--- src/rtl/regfile_sb.sv ---
// rtl/regfile_sb.sv - two-read/one-write register file with write bypass and hardwired $0
// Define REGFILE_SCOREBOARD_EN to build the pending-write scoreboard, busy flags and stallreq.
module regfile_sb #(
  parameter int NUM_REGS = 32,
  parameter int DATA_W   = 32,
  parameter int ADDR_W   = 5,
  parameter int PEND_W   = 2
) (
  input  logic              clk,
  input  logic              rst,
  input  logic              we,
  input  logic [ADDR_W-1:0] waddr,
  input  logic [DATA_W-1:0] wdata,
  input  logic              re1,
  input  logic [ADDR_W-1:0] raddr1,
  input  logic              re2,
  input  logic [ADDR_W-1:0] raddr2,
  output logic [DATA_W-1:0] rdata1,
  output logic [DATA_W-1:0] rdata2,
  input  logic              issue_valid,
  input  logic              issue_we,
  input  logic [ADDR_W-1:0] issue_waddr,
  input  logic              flush,
  output logic              busy1,
  output logic              busy2,
  output logic              stallreq,
  output logic              sb_ovf
);

  logic [DATA_W-1:0] regs [NUM_REGS];

  always_ff @(posedge clk or posedge rst) begin
    if (rst) begin
      regs <= '{default: '0};
    end else if (we && waddr != '0) begin
      regs[waddr] <= wdata;
    end
  end

  function automatic logic [DATA_W-1:0] read_port(
    input logic              en,
    input logic [ADDR_W-1:0] a,
    input logic              wen,
    input logic [ADDR_W-1:0] wa,
    input logic [DATA_W-1:0] wd,
    input logic [DATA_W-1:0] stored
  );
    if (!en || a == '0) return '0;
    if (wen && wa == a) return wd;
    return stored;
  endfunction

  // Outputs are forced to zero during reset so an active bypass cannot leak through.
  assign rdata1 = rst ? '0 : read_port(re1, raddr1, we, waddr, wdata, regs[raddr1]);
  assign rdata2 = rst ? '0 : read_port(re2, raddr2, we, waddr, wdata, regs[raddr2]);

`ifdef REGFILE_SCOREBOARD_EN
  localparam logic [PEND_W-1:0] PEND_MAX = '1;

  logic [PEND_W-1:0]   pend [NUM_REGS];
  logic [NUM_REGS-1:0] inc_vec;
  logic [NUM_REGS-1:0] dec_vec;
  logic                hit1;
  logic                hit2;

  // Bit 0 is masked so $0 is never tracked; pend[0] therefore stays zero.
  assign inc_vec = ((issue_valid && issue_we) ? (NUM_REGS'(1) << issue_waddr) : '0) & ~NUM_REGS'(1);
  assign dec_vec = (we ? (NUM_REGS'(1) << waddr) : '0) & ~NUM_REGS'(1);

  always_ff @(posedge clk or posedge rst) begin
    if (rst) begin
      pend   <= '{default: '0};
      sb_ovf <= 1'b0;
    end else begin
      for (int r = 0; r < NUM_REGS; r++) begin
        if (flush) begin
          pend[r[ADDR_W-1:0]] <= '0;
        end else if (inc_vec[r[ADDR_W-1:0]] && !dec_vec[r[ADDR_W-1:0]]) begin
          if (pend[r[ADDR_W-1:0]] == PEND_MAX) sb_ovf <= 1'b1;
          else pend[r[ADDR_W-1:0]] <= pend[r[ADDR_W-1:0]] + 1'b1;
        end else if (dec_vec[r[ADDR_W-1:0]] && !inc_vec[r[ADDR_W-1:0]] &&
                     pend[r[ADDR_W-1:0]] != '0) begin
          pend[r[ADDR_W-1:0]] <= pend[r[ADDR_W-1:0]] - 1'b1;
        end
      end
    end
  end

  // A writeback retiring the last pending write this cycle resolves the hazard via bypass.
  assign hit1  = we && (waddr == raddr1);
  assign hit2  = we && (waddr == raddr2);
  assign busy1 = !rst && re1 && (raddr1 != '0) && (pend[raddr1] > PEND_W'(hit1));
  assign busy2 = !rst && re2 && (raddr2 != '0) && (pend[raddr2] > PEND_W'(hit2));
  assign stallreq = busy1 | busy2;
`else
  logic unused_sb;

  assign unused_sb = ^{issue_valid, issue_we, issue_waddr, flush};
  assign busy1     = 1'b0;
  assign busy2     = 1'b0;
  assign stallreq  = 1'b0;
  assign sb_ovf    = 1'b0;
`endif

endmodule

--- config.mk ---
export PLATFORM = sky130hd
export DESIGN_NAME = regfile_sb
export DESIGN_NICKNAME = d
export VERILOG_FILES = /design/src/rtl/regfile_sb.sv
export SDC_FILE = /design/constraint.sdc
export NUM_CORES = 2
export LEC_CHECK = 0
export BUFFER_PORTS_ARGS = -buffer_cell sky130_fd_sc_hd__buf_2
export CAP_MARGIN = 15
export CORE_ASPECT_RATIO = 2
export CORE_MARGIN = 10
export CORE_UTILIZATION = 30
export CTS_CLUSTER_SIZE = 16
export DETAILED_ROUTE_END_ITERATION = 7
export GPL_ROUTABILITY_DRIVEN = 0
export HOLD_SLACK_MARGIN = 0.08
export SLEW_MARGIN = 20
export SYNTH_ARGS = -nofsm -noshare
export SYNTH_HDL_FRONTEND = slang
export SYNTH_SLANG_ARGS = --single-unit
export TNS_END_PERCENT = 20
--- constraint.sdc ---
create_clock -name clk -period 45.4 [get_ports clk]
set_input_delay 4.54 -clock clk [delete_from_list [all_inputs] [get_ports clk]]
set_output_delay 4.54 -clock clk [all_outputs]
set_load 0.005 [all_outputs]
== After elaboration in Yosys (flattened, before gate mapping) ==
Index checks and enable logic that the tools add are counted.
Cells by class
  $lt $le $gt $ge: 4
  equality and inequality tests: 2
  mux-type cells: 25
  bitwise logic cells: 3
  reduce and logical (&&, ||, !) cells: 11
Operator list (number)
  $bwmux W1024: 1
  $mux W32: 15
  $bmux W32 S5: 2
  $demux W32 S5: 1
  $ge A6 B6 Y1 const B: 3
  $not A5 Y6: 3
  $eq A5 B5 Y1: 2
  $logic_not A5 Y1: 2
  $lt A6 B1 Y1 const B: 1
  $mux W1: 6
  $reduce_bool A5 Y1: 1
  $logic_and A1 B1 Y1: 4
  $logic_not A1 Y1: 2
  $logic_or A1 B1 Y1: 2
Storage, ports and cells
  flip-flop bits (word level): 1024
  bits of input ports: 60
  output and inout bits: 68

== Longest topological paths before layout ==
  depth after elaboration: 7
  gate-level depth with buffers: 9
  gate-level depth less buffers: 5

== Worst setup path before layout ==
No wires, ideal clock.
  path type: input-to-output
  from: input rst
  to: output rdata2[0]
  data arrival time: 29160 ps
  data required time: 40860 ps
  path slack: 11700 ps
  cell stages on the path: 5
  path through: inv_1 o2111ai_1 buf_2 a21oi_1 a221o_1
On the way
  word-level cells in the longest chain between the ends: 1
Ends and longest elaborated chain
  start: declaration: line 10  | input logic rst,
  $mux W32: line 55  | assign rdata2 = rst ? '0 : read_port(re2, raddr2, we, waddr, wdata, regs[raddr2]);
  end: declaration: line 19  | output logic [DATA_W-1:0] rdata2,
No other way between the ends.

== Worst setup path in the final report ==
  from: input raddr1[0]
  to: output rdata1[15]
On the way
  word-level cells in the longest chain between the ends: 7
  elaborated cells between the ends (all ways): 15
Ends and longest elaborated chain
  start: declaration: line 15  | input logic [ADDR_W-1:0] raddr1,
  $not A5 Y6 (not written as such) or $eq A5 B5 Y1 (tied branches): line 54, 49
  $bmux W32 S5 or $logic_and A1 B1 Y1 (tied branches): line 54, 49
  $mux W32 (not written as such) or $mux W1 (tied branches) (2 in series): line 54, 49
  $mux W32: line 50  | return stored;
  $mux W32 (*): line 49  | if (wen && wa == a) return wd;
  $mux W32 (*): line 54  | assign rdata1 = rst ? '0 : read_port(re1, raddr1, we, waddr, wdata, regs[raddr1]);
  end: declaration: line 18  | output logic [DATA_W-1:0] rdata1,
Mark *: on every way between the ends. The rest lies on a longest branch, timed or not. The select of a mux whose other input is x is not followed.

==> out/results.ini <==
[synthesis]
ys_warn_count=0
synth_cell_types=62
synth_cells=3893
netlist_area_sq_um=55480
synth.area.top_cells=dfrtp_1, mux2_2, mux4_2
synth_top_area_cell=dfrtp_1
ys_seq_area_share_pct=46.18
async_reset_ff_share_pct=100.0
yosysTopAreaCellShare_pct=46.18
synth_edf_count=0
ys_ff_latch=1024
syn_area_per_cell_sq_um=14.25
synthFlopType=dfrtp_1

[run]
drv_cap=0

[route]
drtPass1Iterations=5
wl_per_cell_um=31.80
route.vias.total=37080
drt_iter0_drc=3114
drc=0
routed_wl_mm=197.2
viasPerCell=5.978
antenna_left=0

[final_layout]
top_register=regs
multiInputGateArea_sq_um=27830
top_regs=regs (1024)
drive_above_1_share_pct=47.61
fin_nets=3817
syn_to_final_growth_pct=10.38
fillers=17980
regArea_sq_um=25620
largest_reg_flops=1024
finalNonFillerCells=6203

[timing]
finalWorstSetupSlack_ns=31.79
worst_pin_slew_ns=1.240
finalHoldViolCount=0
layout_min_cycle_time_ns=13.61
setup_tns_ns=0
setup_viol=0
slew_headroom_pct=17.11
rsz0062_at_grt=false
fin_skew_ns=0
timing.final.crit_share_pct=29.98
finalMaxSlewViolations=0
fmax_mhz=73.48

[clock_network]
postCtsSetupBuffers=0
postCtsResizedCells=0
clk_pin_slew_ns=0.06
cts_sinks=1024
tritoncts=done
cts_htree_levels=3
hold_buffers=0
cts_made_buffers=95
cts-root-buf=clkbuf_16
clock_path_buffers=3
clkLatencyLatePin_ns=0.70

[global_routing]
grt_pass1_vias=39080
grt_use_total_pct=19.09
grt_max_degree=173
antenna_found_initial=29
grt_pass1_wl_mm=284.3
overflow=0

[hold_path]
worstHoldStart=regs[993]
hold_path.class=flip-flop to flip-flop

[die]
row_count=223
dieArea_sq_um=203600
core_sq_um=184200
die_x_um=324.1
initial_core_util_pct=30.13
io_pins=128
die_y_um=628.2

[placed_design]
place_ws_ns=31.65
portBuffers=115
place_hpwl_mm=116.4
dp_cells=6021

[power]
p_leak_nw=26.10
cellPowerDensity_nw_per_um2=42.69
peakVddDrop_mv=0.02792

[critical_path]
worst-setup-path-type=input port to output port
cp_data_required_time_ns=40.86
path_max_fanout=63
r2r_slack_ns=44.58
startpoint_type=input port
critPathLaunch=raddr1[0]
worst_setup_path_end_kind=output port
rr_startpoint=regs[374]
arrival_ns=9.07

[status]
status=complete, no violations

[metrics by stage]
step,hold slack [ns],instance area (sq um),power [mW],util [%]
final,0.3983,61240,2.615,33.26
after global routing,0.4117,61230,2.725,33.25
after CTS,0.4008,61200,2.629,33.23
after detailed placement,0.3865,57870,1.758,31.43
after global placement,0.3777,57870,1.731,31.43
after floorplan,0.4413,55490,1.606,-
[area by class of cell]
type                            instances  area share (%)
Antenna cell                            8         0.03269
Multi-Input combinational cell       2417           45.44
Clock buffer                          130           4.493
Timing Repair Buffer                  213           2.386
Clock inverter                         43          0.9336
Sequential cell                      1024           41.84
Inverter                                6         0.05107
Tap cell                             2362           4.826
[report_power, final]
group | internal (mW) | switching, mW | total (mW)
logic | 0.305 | 0.225 | 0.529
clock network | 0.499 | 0.372 | 0.871
registers | 1.09 | 0.129 | 1.21
[worst max-delay path, stage by stage]
cell and delay, ns:
buf_8 0.57, buf_4 0.67, buf_4 0.64, buf_4 0.74, mux4_2 0.36, a22oi_1 0.06, nand2_1 0.12, o32ai_1 0.09
nor3_2 0.83, buf_2 0.26
[per-layer routing]
layer,vias up,GRT usage (%),routed length (um)
met4,22,11.16,13440
met1,20190,22.48,73750
met3,584,3.886,13340
met2,1560,31.85,96550
met5,-,0,151
li1,14720,-,-
[cells in the final DEF (no fill, tap or decap), types with 7 or more instances in the layout]
master / instances
a22oi_1: 76
mux2i_1: 255
a211o_1: 8
a221o_1: 31
xnor2_1: 9
o21bai_1: 32
clkinv_2: 26
o21ai_1: 11
nor2_4: 21
a21oi_1: 59
clkbuf_1: 13
o32ai_1: 22
or2_2: 10
dfrtp_1: 1024
clkbuf_8: 20
bufinv_16: 13
diode_2: 8
mux2_2: 991
nand2_2: 15
nand2b_1: 10
nand3_1: 7
nor2_1: 70
mux4_2: 398
buf_4: 92
nand2_1: 55
clkbuf_16: 97
nor3_1: 30
a221oi_1: 94
buf_2: 108
o22ai_1: 46
mux2_1: 8
o21ai_0: 94
[worst paths after layout]
check / endpoint / depth (start not counted)
setup / recovery: rdata1[15] / 10
hold / removal: regs[993] / 0
setup reg to reg: regs[374] / 1
hold reg to reg: regs[993] / 0
max in group asynchronous: regs[85] / 5
min in group asynchronous: regs[131] / 2
[Yosys cell counts (2+ instances only)]
cell type	number
clkbuf_1	212
mux2_2	991
o21bai_1	32
buf_4	41
buf_6	27
nand3_1	7
mux2_1	8
o32ai_1	22
mux2i_1	255
a221o_1	31
a211o_1	8
inv_1	5
dfrtp_1	1024
and2_1	2
nand3b_1	4
buf_12	3
nor3_1	32
o22ai_1	46
buf_2	149
xnor2_1	9
nor4_1	3
a221oi_1	94
a21oi_1	59
nor2b_1	10
o211ai_1	5
nor3b_1	3
o21ai_0	94
a22oi_1	76
a311oi_1	5
nor2_2	4
nor2_1	88
nand2b_1	10
or2_2	10
a211oi_1	3
mux4_2	398
nand2_1	66
or2_0	4
o21ai_1	11
or3_1	2
nand2_2	4
buf_1	15
[cells by family after synthesis]
kind of cell	share of synthesized area, %
multiplexers	41.03
flip-flops	46.18
AO/OA/AOI/OAI	6.359
buffers and inverters	4.154
AND/OR/NAND/NOR	2.106
XOR/XNOR	0.1579
other	0.006759
Note: power is estimated with default switching activity, not from simulation.
